File: config.mk
export PLATFORM = sky130hd
export DESIGN_NAME = solo_voice_engine
export DESIGN_NICKNAME = d
export VERILOG_FILES = /design/src/rtl/solo_pkg.sv /design/src/rtl/solo_voice_engine_lfsr.sv /design/src/rtl/solo_voice_engine.sv
export SDC_FILE = /design/constraint.sdc
export NUM_CORES = 1
export LEC_CHECK = 0
export ABC_AREA = 1
export BUFFER_PORTS_ARGS = -buffer_cell sky130_fd_sc_hd__buf_2
export CAP_MARGIN = 10
export CORE_UTILIZATION = 61
export CTS_BUF_LIST = sky130_fd_sc_hd__clkbuf_16
export DETAILED_ROUTE_END_ITERATION = 16
export GPL_ROUTABILITY_DRIVEN = 0
export GPL_TIMING_DRIVEN = 0
export PLACE_DENSITY = 0.82
export SYNTH_ARGS = -nofsm -noshare
export SYNTH_HDL_FRONTEND = slang
export SYNTH_SLANG_ARGS = --single-unit
File: constraint.sdc
create_clock -name CLOCK_50 -period 4.2 [get_ports CLOCK_50]
set_input_delay 1.26 -clock CLOCK_50 [delete_from_list [all_inputs] [get_ports CLOCK_50]]
set_output_delay 1.26 -clock CLOCK_50 [all_outputs]
set_load 0.02 [all_outputs]
File: src/rtl/solo_pkg.sv
`default_nettype none
// ============================================================================
// Module   : solo_pkg
// Purpose  : Shared definitions for the solo voice engine: note codes, the
//            Markov transition table, oscillator half-periods (50 MHz clock),
//            LFSR feedback masks for widths 4..16 and the FSM state type.
// Revision : 1.0 - initial release
// ============================================================================
package solo_pkg;

    typedef logic [3:0] note_t;

    localparam note_t REST = 4'd0;
    localparam note_t D1   = 4'd1;
    localparam note_t E1   = 4'd2;
    localparam note_t F1   = 4'd3;
    localparam note_t G1   = 4'd4;
    localparam note_t A1   = 4'd5;
    localparam note_t B1   = 4'd6;
    localparam note_t C2   = 4'd7;
    localparam note_t D2   = 4'd8;
    localparam note_t E2   = 4'd9;
    localparam note_t F2   = 4'd10;
    localparam note_t G2   = 4'd11;
    localparam note_t A2   = 4'd12;
    localparam note_t B2   = 4'd13;
    localparam note_t D3   = 4'd14;
    localparam note_t E3   = 4'd15;

    // NOTE_POOL[current][lfsr[3:0]] = next note. Entry 0 of each row sits in
    // the least-significant nibble. Rows favour steps of 1..4 notes, and every
    // pitched row carries one REST so phrases breathe.
    localparam logic [15:0][3:0] NOTE_POOL [16] = '{
        64'h60A3_C815_8FCA_8531,   // REST
        64'h1311_5012_1411_3121,   // D1
        64'h1421_6013_1521_4132,   // E1
        64'h1531_7024_1631_5243,   // F1
        64'h2641_8035_1742_6354,   // G1
        64'h3751_9046_2853_7465,   // A1
        64'h4862_A057_3964_8576,   // B1
        64'h5973_B068_4A75_9687,   // C2
        64'h6A84_C079_5B86_A798,   // D2
        64'h7B95_D08A_6C97_B8A9,   // E2
        64'h8CA6_E09B_7DA8_C9BA,   // F2
        64'h9DB7_F0AC_8EB9_DACB,   // G2
        64'hAEC8_F0BD_9FCA_EBDC,   // A2
        64'hBFD9_F0CE_AFDB_FCED,   // B2
        64'hCFEA_F0DF_BFEC_FDFE,   // D3
        64'hDFFB_F0EF_CFFD_FEFF    // E3
    };

    // Half-period in clock cycles; 0 means silent (REST).
    localparam logic [18:0] HALF_PERIOD [16] = '{
        19'd0,     19'd10641, 19'd9480,  19'd8948,
        19'd7972,  19'd7102,  19'd6327,  19'd5972,
        19'd5321,  19'd4740,  19'd4474,  19'd3986,
        19'd3551,  19'd3164,  19'd2660,  19'd2370
    };

    // Feedback tap mask for a left-shifting Fibonacci LFSR (maximal length).
    function automatic logic [15:0] lfsr_tap_mask(input int width);
        logic [15:0] m;
        case (width)
            4:       m = 16'h000C;
            5:       m = 16'h0014;
            6:       m = 16'h0030;
            7:       m = 16'h0060;
            8:       m = 16'h00B8;
            9:       m = 16'h0110;
            10:      m = 16'h0240;
            11:      m = 16'h0500;
            12:      m = 16'h0829;
            13:      m = 16'h100D;
            14:      m = 16'h2015;
            15:      m = 16'h6000;
            16:      m = 16'hD008;
            default: m = 16'h0000;
        endcase
        return m;
    endfunction

    typedef enum logic [1:0] {
        ST_IDLE = 2'd0,
        ST_LOAD = 2'd1,
        ST_PLAY = 2'd2,
        ST_GAP  = 2'd3
    } state_t;

endpackage
`default_nettype wire

File: src/rtl/solo_voice_engine_lfsr.sv
`default_nettype none
// ============================================================================
// Module   : solo_lfsr
// Purpose  : Note/rhythm pseudo-random source. Left-shifting Fibonacci LFSR
//            with a width-dependent maximal-length tap mask.
// Ports    : clk, rst_n (async, active-low) ; i_load/i_seed load the state
//            (a zero seed loads all-ones so the register never locks up) ;
//            i_step advances one step ; o_state is the current state.
// Revision : 1.0 - initial release
// ============================================================================
module solo_lfsr
#(
    parameter int LFSR_W = 8
) (
    input  logic              clk,
    input  logic              rst_n,
    input  logic              i_load,
    input  logic [LFSR_W-1:0] i_seed,
    input  logic              i_step,
    output logic [LFSR_W-1:0] o_state
);
    import solo_pkg::*;

    localparam logic [15:0]       c_TAPS_FULL = lfsr_tap_mask(LFSR_W);
    localparam logic [LFSR_W-1:0] c_TAPS      = c_TAPS_FULL[LFSR_W-1:0];

    logic [LFSR_W-1:0] r_state;
    logic              w_fb;

    assign w_fb = ^(r_state & c_TAPS);

    always_ff @(posedge clk or negedge rst_n) begin
        if (!rst_n) begin
            r_state <= '1;
        end else if (i_load) begin
            r_state <= (i_seed == '0) ? '1 : i_seed;
        end else if (i_step) begin
            r_state <= {r_state[LFSR_W-2:0], w_fb};
        end
    end

    assign o_state = r_state;

endmodule
`default_nettype wire

File: src/rtl/solo_voice_engine.sv
`default_nettype none
// ============================================================================
// Module   : solo_voice_engine
// Purpose  : Single-voice melody engine. A Markov note selector driven by an
//            LFSR picks each note, a duration counter sets random note lengths
//            (tempo_period >> 0/1/2), a silent gap separates notes, and a
//            square-wave oscillator produces a signed, registered sample.
// Ports    : CLOCK_50, resetn (async, active-low) ; run, seed, tempo_period,
//            mute in ; sample_out, note_cur, note_strobe, busy out.
// Options  : SOLO_DECAY_EN - per-note amplitude decay (halves every
//            2^DECAY_LOG2 PLAY cycles, at most four halvings).
// Revision : 1.0 - initial release
// ============================================================================
module solo_voice_engine
#(
    parameter int SAMPLE_W   = 32,
    parameter int AMPLITUDE  = 10000000,
    parameter int LFSR_W     = 8,
    parameter int TEMPO_W    = 26,
    parameter int GAP_CYCLES = 50000,
    parameter int DECAY_LOG2 = 20
) (
    input  logic                CLOCK_50,
    input  logic                resetn,
    input  logic                run,
    input  logic [LFSR_W-1:0]   seed,
    input  logic [TEMPO_W-1:0]  tempo_period,
    input  logic                mute,
    output logic [SAMPLE_W-1:0] sample_out,
    output logic [3:0]          note_cur,
    output logic                note_strobe,
    output logic                busy
);
    import solo_pkg::*;

    localparam int c_GAP_W = (GAP_CYCLES > 1) ? $clog2(GAP_CYCLES + 1) : 1;
    localparam logic [SAMPLE_W-1:0] c_AMP = SAMPLE_W'(AMPLITUDE);

    // ------------------------------------------------------------------
    // Registers
    // ------------------------------------------------------------------
    state_t                r_state;
    note_t                 r_note;
    logic [TEMPO_W-1:0]    r_dur;
    logic [c_GAP_W-1:0]    r_gap;
    logic [18:0]           r_phase;
    logic                  r_level;
    logic [SAMPLE_W-1:0]   r_sample;
    logic                  r_strobe;
    logic                  r_busy;

    // ------------------------------------------------------------------
    // Combinational
    // ------------------------------------------------------------------
    state_t                w_state_nxt;
    logic                  w_entry;
    note_t                 w_note_nxt;
    logic [TEMPO_W-1:0]    w_dur_nxt;
    logic [c_GAP_W-1:0]    w_gap_nxt;
    logic [18:0]           w_phase_nxt;
    logic                  w_level_nxt;
    logic [SAMPLE_W-1:0]   w_sample_nxt;
    logic [SAMPLE_W-1:0]   w_mag;
    logic                  w_lfsr_load;
    logic                  w_lfsr_step;
    logic [LFSR_W-1:0]     w_lfsr;
    logic [1:0]            w_rsel;
    logic [1:0]            w_rshift;
    logic [TEMPO_W-1:0]    w_tempo_eff;
    logic [TEMPO_W-1:0]    w_len_raw;
    logic [TEMPO_W-1:0]    w_len;
    note_t                 w_note_sel;
    logic [18:0]           w_half_cur;
    logic [18:0]           w_half_nxt;
    logic                  w_lfsr_unused;

    solo_lfsr #(
        .LFSR_W  (LFSR_W)
    ) u_lfsr (
        .clk     (CLOCK_50),
        .rst_n   (resetn),
        .i_load  (w_lfsr_load),
        .i_seed  (seed),
        .i_step  (w_lfsr_step),
        .o_state (w_lfsr)
    );

    // Only the low bits of the LFSR steer note choice and rhythm.
    assign w_lfsr_unused = ^w_lfsr;

    // Rhythm bits exist only when the LFSR is wide enough.
    generate
        if (LFSR_W >= 6) begin : g_rsel_wide
            assign w_rsel = w_lfsr[5:4];
        end else begin : g_rsel_narrow
            assign w_rsel = 2'd0;
        end
    endgenerate

    // Note-entry calculations, using LFSR bits before the step.
    assign w_rshift    = (w_rsel == 2'd3) ? 2'd0 : w_rsel;
    assign w_tempo_eff = (tempo_period == '0) ? TEMPO_W'(1) : tempo_period;
    assign w_len_raw   = w_tempo_eff >> w_rshift;
    assign w_len       = (w_len_raw == '0) ? TEMPO_W'(1) : w_len_raw;
    assign w_note_sel  = NOTE_POOL[r_note][w_lfsr[3:0]];
    assign w_half_cur  = HALF_PERIOD[r_note];
    assign w_half_nxt  = HALF_PERIOD[w_note_nxt];

    // ------------------------------------------------------------------
    // FSM: state register
    // ------------------------------------------------------------------
    always_ff @(posedge CLOCK_50 or negedge resetn) begin
        if (!resetn) begin
            r_state <= ST_IDLE;
        end else begin
            r_state <= w_state_nxt;
        end
    end

    // ------------------------------------------------------------------
    // FSM: next state. w_entry flags every edge that starts a new note.
    // ------------------------------------------------------------------
    always_comb begin
        w_state_nxt = r_state;
        w_entry     = 1'b0;
        if (!run) begin
            w_state_nxt = ST_IDLE;
        end else begin
            case (r_state)
                ST_IDLE: w_state_nxt = ST_LOAD;
                ST_LOAD: begin
                    w_state_nxt = ST_PLAY;
                    w_entry     = 1'b1;
                end
                ST_PLAY: begin
                    if (r_dur == TEMPO_W'(1)) begin
                        if (GAP_CYCLES == 0) begin
                            w_entry = 1'b1;
                        end else begin
                            w_state_nxt = ST_GAP;
                        end
                    end
                end
                ST_GAP: begin
                    if (r_gap == c_GAP_W'(1)) begin
                        w_state_nxt = ST_PLAY;
                        w_entry     = 1'b1;
                    end
                end
                default: w_state_nxt = ST_IDLE;
            endcase
        end
    end

    // ------------------------------------------------------------------
    // Optional decay: shift amount follows cycles spent in the note.
    // ------------------------------------------------------------------
`ifdef SOLO_DECAY_EN
    logic [DECAY_LOG2-1:0] r_dcnt;
    logic [2:0]            r_dshift;
    logic [DECAY_LOG2-1:0] w_dcnt_nxt;
    logic [2:0]            w_dshift_nxt;

    always_comb begin
        w_dcnt_nxt   = '0;
        w_dshift_nxt = '0;
        if (!w_entry && (w_state_nxt == ST_PLAY)) begin
            w_dcnt_nxt   = r_dcnt + DECAY_LOG2'(1);
            w_dshift_nxt = r_dshift;
            if ((r_dcnt == '1) && (r_dshift != 3'd4)) begin
                w_dshift_nxt = r_dshift + 3'd1;
            end
        end
    end

    always_ff @(posedge CLOCK_50 or negedge resetn) begin
        if (!resetn) begin
            r_dcnt   <= '0;
            r_dshift <= '0;
        end else begin
            r_dcnt   <= w_dcnt_nxt;
            r_dshift <= w_dshift_nxt;
        end
    end

    assign w_mag = c_AMP >> w_dshift_nxt;
`else
    assign w_mag = c_AMP;
`endif

    // ------------------------------------------------------------------
    // FSM: outputs / datapath next values. Every output is registered, so
    // the values shown in a cycle are computed from that cycle's next state.
    // ------------------------------------------------------------------
    always_comb begin
        w_note_nxt   = r_note;
        w_dur_nxt    = r_dur;
        w_gap_nxt    = r_gap;
        w_phase_nxt  = '0;
        w_level_nxt  = 1'b1;
        w_lfsr_load  = 1'b0;
        w_lfsr_step  = 1'b0;
        w_sample_nxt = '0;

        if (w_entry) begin
            w_note_nxt  = w_note_sel;
            w_dur_nxt   = w_len;
            w_lfsr_step = 1'b1;
        end else begin
            case (w_state_nxt)
                ST_IDLE: begin
                    w_note_nxt = REST;
                    w_dur_nxt  = '0;
                    w_gap_nxt  = '0;
                end
                ST_LOAD: begin
                    w_note_nxt  = REST;
                    w_lfsr_load = 1'b1;
                end
                ST_PLAY: begin
                    w_dur_nxt = r_dur - TEMPO_W'(1);
                    if (w_half_cur == '0) begin
                        w_level_nxt = r_level;
                    end else if (r_phase == w_half_cur - 19'd1) begin
                        w_level_nxt = ~r_level;
                    end else begin
                        w_phase_nxt = r_phase + 19'd1;
                        w_level_nxt = r_level;
                    end
                end
                ST_GAP: begin
                    w_dur_nxt = '0;
                    w_gap_nxt = (r_state == ST_PLAY) ? c_GAP_W'(GAP_CYCLES)
                                                     : r_gap - c_GAP_W'(1);
                end
                default: w_note_nxt = REST;
            endcase
        end

        if ((w_state_nxt == ST_PLAY) && (w_half_nxt != '0) && !mute) begin
            w_sample_nxt = w_level_nxt ? w_mag : -w_mag;
        end
    end

    always_ff @(posedge CLOCK_50 or negedge resetn) begin
        if (!resetn) begin
            r_note   <= REST;
            r_dur    <= '0;
            r_gap    <= '0;
            r_phase  <= '0;
            r_level  <= 1'b1;
            r_sample <= '0;
            r_strobe <= 1'b0;
            r_busy   <= 1'b0;
        end else begin
            r_note   <= w_note_nxt;
            r_dur    <= w_dur_nxt;
            r_gap    <= w_gap_nxt;
            r_phase  <= w_phase_nxt;
            r_level  <= w_level_nxt;
            r_sample <= w_sample_nxt;
            r_strobe <= w_entry;
            r_busy   <= (w_state_nxt != ST_IDLE);
        end
    end

    assign sample_out  = r_sample;
    assign note_cur    = r_note;
    assign note_strobe = r_strobe;
    assign busy        = r_busy;

endmodule
`default_nettype wire

==> summary.md <==
| Metric | Value |
|---|---|
| Run status | complete, no violations |
| Synthesis-to-layout area growth | 11.9% |
| Mapped Cells | 1221 |
| Max Cap Violations | 0 |
| Clock-pin slew on the worst setup and hold paths | 60 ps |
| Final-stage net count | 1377 |
| Fraction of layout cells with a size suffix above 1 | 0.159 |
| Peak supply drop | 0.311 mV |
| Synthesized area | 7810 um^2 |
| IO Count | 76 |
| Fillers | 1060 |
| CP required | 4430 ps |
| Cell count of the worst reg-to-reg path | 21 |
| Cts bufs inserted | 9 |
| Total power | 4.73 mW |
| Static power due to leakage | 4.51 nW |
| CTS root buf | clkbuf_16 |
| Crit Path Max Fanout | 13 |
| Clock Skew | 10.4 ps |
| Antenna-violating nets left | 0 |
| Grt ovf | 0 |
| CP endpoint kind | register |
| Std-Cell Rows | 40 |
| Final setup violation count | 0 |
| H-tree depth | 3 |
| WHS | 502 ps |
| Setup slack, reg-to-reg | 250 ps |
| Slew HR | 0.582 |
| Initial antenna violation count | 0 |
| # port buffers | 68 |
| Slew Viols, Final | 0 |
| FF+latch area | 2040 um^2 |
| Ant diodes | 0 |
| First-pass GRT wire length | 35.0 mm |
| Wire per inst | 14.2 um |
| Height of the die | 115 um |
| First DRT Iteration DRCs | 865 |
| Worst hold path class | reg2reg |
| Final wirelength | 21.1 mm |
| Most used DFF post-synth | dfrtp_1 |
| Library cells used by synthesis | 52 |
| Startpoint type of the worst setup path | register |
| Yosys reg bits | 81 |
| Asr flop ratio synth | 1.00 |
| CTS tree | yes |
| Achievable Freq | 0.253 GHz |
| Core region area | 12300 um^2 |
| DRC Markers | 0 |
| Starting Density | 0.637 |
| Hpwl dp | 15.9 mm |
| Clock buffer depth | 2 |
| DR pass1 iterations | 7 |
| Critical Path AT | 4190 ps |
| RSZ-0062 raised after global routing | no |
| Worst-Margin Slew | 622 ps |
| Number of flops mapped to enable cells by yosys | 0 |
| Footprint of the multi-input gates | 4800 um^2 |
| Clk sinks | 81 |
| Critical path class | reg2reg |
| Die W | 115 um |
| Vias in the first global route | 7665 |
| Full die area | 13300 um^2 |
| Total power divided by cell area | 541 nW/um^2 |
| Via count | 8306 |
| Post-Syn Area per Cell | 6.39 um^2 |
| Count of final hold-check violations | 0 |
| Via density | 5.61 |
| Final Cycle Share | 0.942 |
| Tmin final | 3950 ps |
| Total global-route track usage | 0.332 |
| Hold Crit Depth | 2 |
| Post-synthesis sequential area ratio | 0.261 |
| Pin count of the biggest net entering global routing | 73 |
| Skew-Pair Late Insertion Delay | 340 ps |
| Number of synthesis warnings | 0 |
## critical path, cell delays in order (launching register included)
cell	delay, ps
dfrtp_1	720
inv_2	250
ha_1	330
ha_1	250
nor2_4	160
nand2_2	100
nand2_4	120
ha_1	250
nand3_1	140
nor2_4	170
nand3_2	110
nor2_2	140
nand2_1	80
xor2_1	130
nand2_1	70
nor2_1	250
nand2_1	110
nand3_2	100
inv_4	80
buf_6	160
nand3_2	70
inv_2	30
## registers in the layout (all words and copies together) (netlist names)
| register | flops |
|---|---|
| r_gap | 16 |
| r_level | 1 |
| note_strobe | 1 |
| note_cur | 4 |
| r_state | 2 |
| r_phase | 19 |
| r_dur | 26 |
| u_lfsr.o_state | 8 |
| busy | 1 |
| sample_out | 3 |
## cells in the final DEF, fill, tap and decap left out, types with 5 or more instances in the layout
master     instances
conb_1             7
inv_1            141
a31oi_1            9
xor2_1            17
a21oi_1           41
clkbuf_1          30
nand3b_1           7
o22ai_1            6
nor4_1            11
o211ai_1          11
nor3_1            16
nand2_2            8
nand2_1          290
o221ai_1          10
nand3_1           93
clkbuf_16          9
ha_1              32
or2_2             20
nand4_1           26
xnor2_1           13
nand3_2           11
o21ai_0           99
nor2_2             6
dfstp_2            9
buf_2             72
dfrtp_1           72
nor2_1           133
inv_2             16
buf_4             33
o31ai_1            5
## cell families (layout without fill, tap and decap cells)
kind of cell	Yosys count	after routing	share of synthesized area
other	1	7	0.000480
adders and majority gates	32	32	0.0513
buffers and inverters	232	317	0.131
AOI/OAI and AO/OA	205	205	0.150
xor gates and xnor gates	30	30	0.0337
and+or+nand+nor	637	637	0.368
muxes	3	3	0.00385
DFF	81	81	0.261
## report_power, final
group	switching, mW	internal (mW)
clock network	0.327	0.461
registers	0.204	0.988
logic	1.81	0.941
## path summary, 6_finish.rpt
kind,startpoint,endpoint
min,u_lfsr.o_state[6]$_DFFE_PN1P_,u_lfsr.o_state[7]$_DFFE_PN1P_
max,note_cur[1]$_DFF_PN0_,r_phase[7]$_DFF_PN0_
max reg2reg,note_cur[1]$_DFF_PN0_,r_phase[7]$_DFF_PN0_
max in group asynchronous,resetn,u_lfsr.o_state[0]$_DFFE_PN1P_
min reg2reg,u_lfsr.o_state[6]$_DFFE_PN1P_,u_lfsr.o_state[7]$_DFFE_PN1P_
min in group asynchronous,resetn,r_phase[18]$_DFF_PN0_
## per-layer routing
layer	part of all wire	track usage	up-vias
met2	0.48	0.565	364
li1	-	-	4147
met1	0.41	0.420	3716
met5	0	0	-
met4	0.038	0.146	0
met3	0.072	0.0485	79
## synthesized netlist by cell type (all sizes together) (5+ instances only)
cell | n | area (um^2)
clkbuf | 30 | 113
or2 | 21 | 131
o21ai | 103 | 516
xor2 | 17 | 149
nor2 | 143 | 579
a21oi | 46 | 234
ha | 32 | 400
o22ai | 6 | 37.5
o221ai | 10 | 87.6
a31oi | 9 | 56.3
nand3b | 7 | 52.6
dfstp | 9 | 236
nor4 | 11 | 68.8
nand2 | 299 | 1150
nand4 | 26 | 163
buf | 41 | 303
xnor2 | 13 | 114
nor3b | 5 | 42.5
o31ai | 5 | 37.5
dfrtp | 72 | 1800
nor3 | 17 | 85.1
o211ai | 11 | 82.6
inv | 159 | 602
nand3 | 104 | 576
## final cells by class
class | count | area share
multi-input combinational | 914 | 0.549
clock buffer | 9 | 0.0258
inverter | 161 | 0.0698
sequential | 81 | 0.233
timing repair buffer | 69 | 0.0424
buffer | 71 | 0.0476
tap | 168 | 0.0241
clock inverter | 7 | 0.00788
## repair_timing
action / in CTS / in global routing
resized for setup: 3 / 4
hold buffers: 0 / 0
endpoints found under the setup margin: 3 / 3
setup buffers: 0 / 0
## per-stage QoR
step	util	cells	TNS (ps)	setup WS, ps	instance area (um^2)
floorplan	-	1227	0	592	7830
global placement	0.683	1463	-106	-75.4	8380
detailed placement	0.686	1464	-448	-190	8410
CTS	0.711	1480	0	7.67	8710
global route	0.712	1480	0	13.9	8730
finish	0.712	1480	0	245	8730
(Power assumes the default switching activity.)
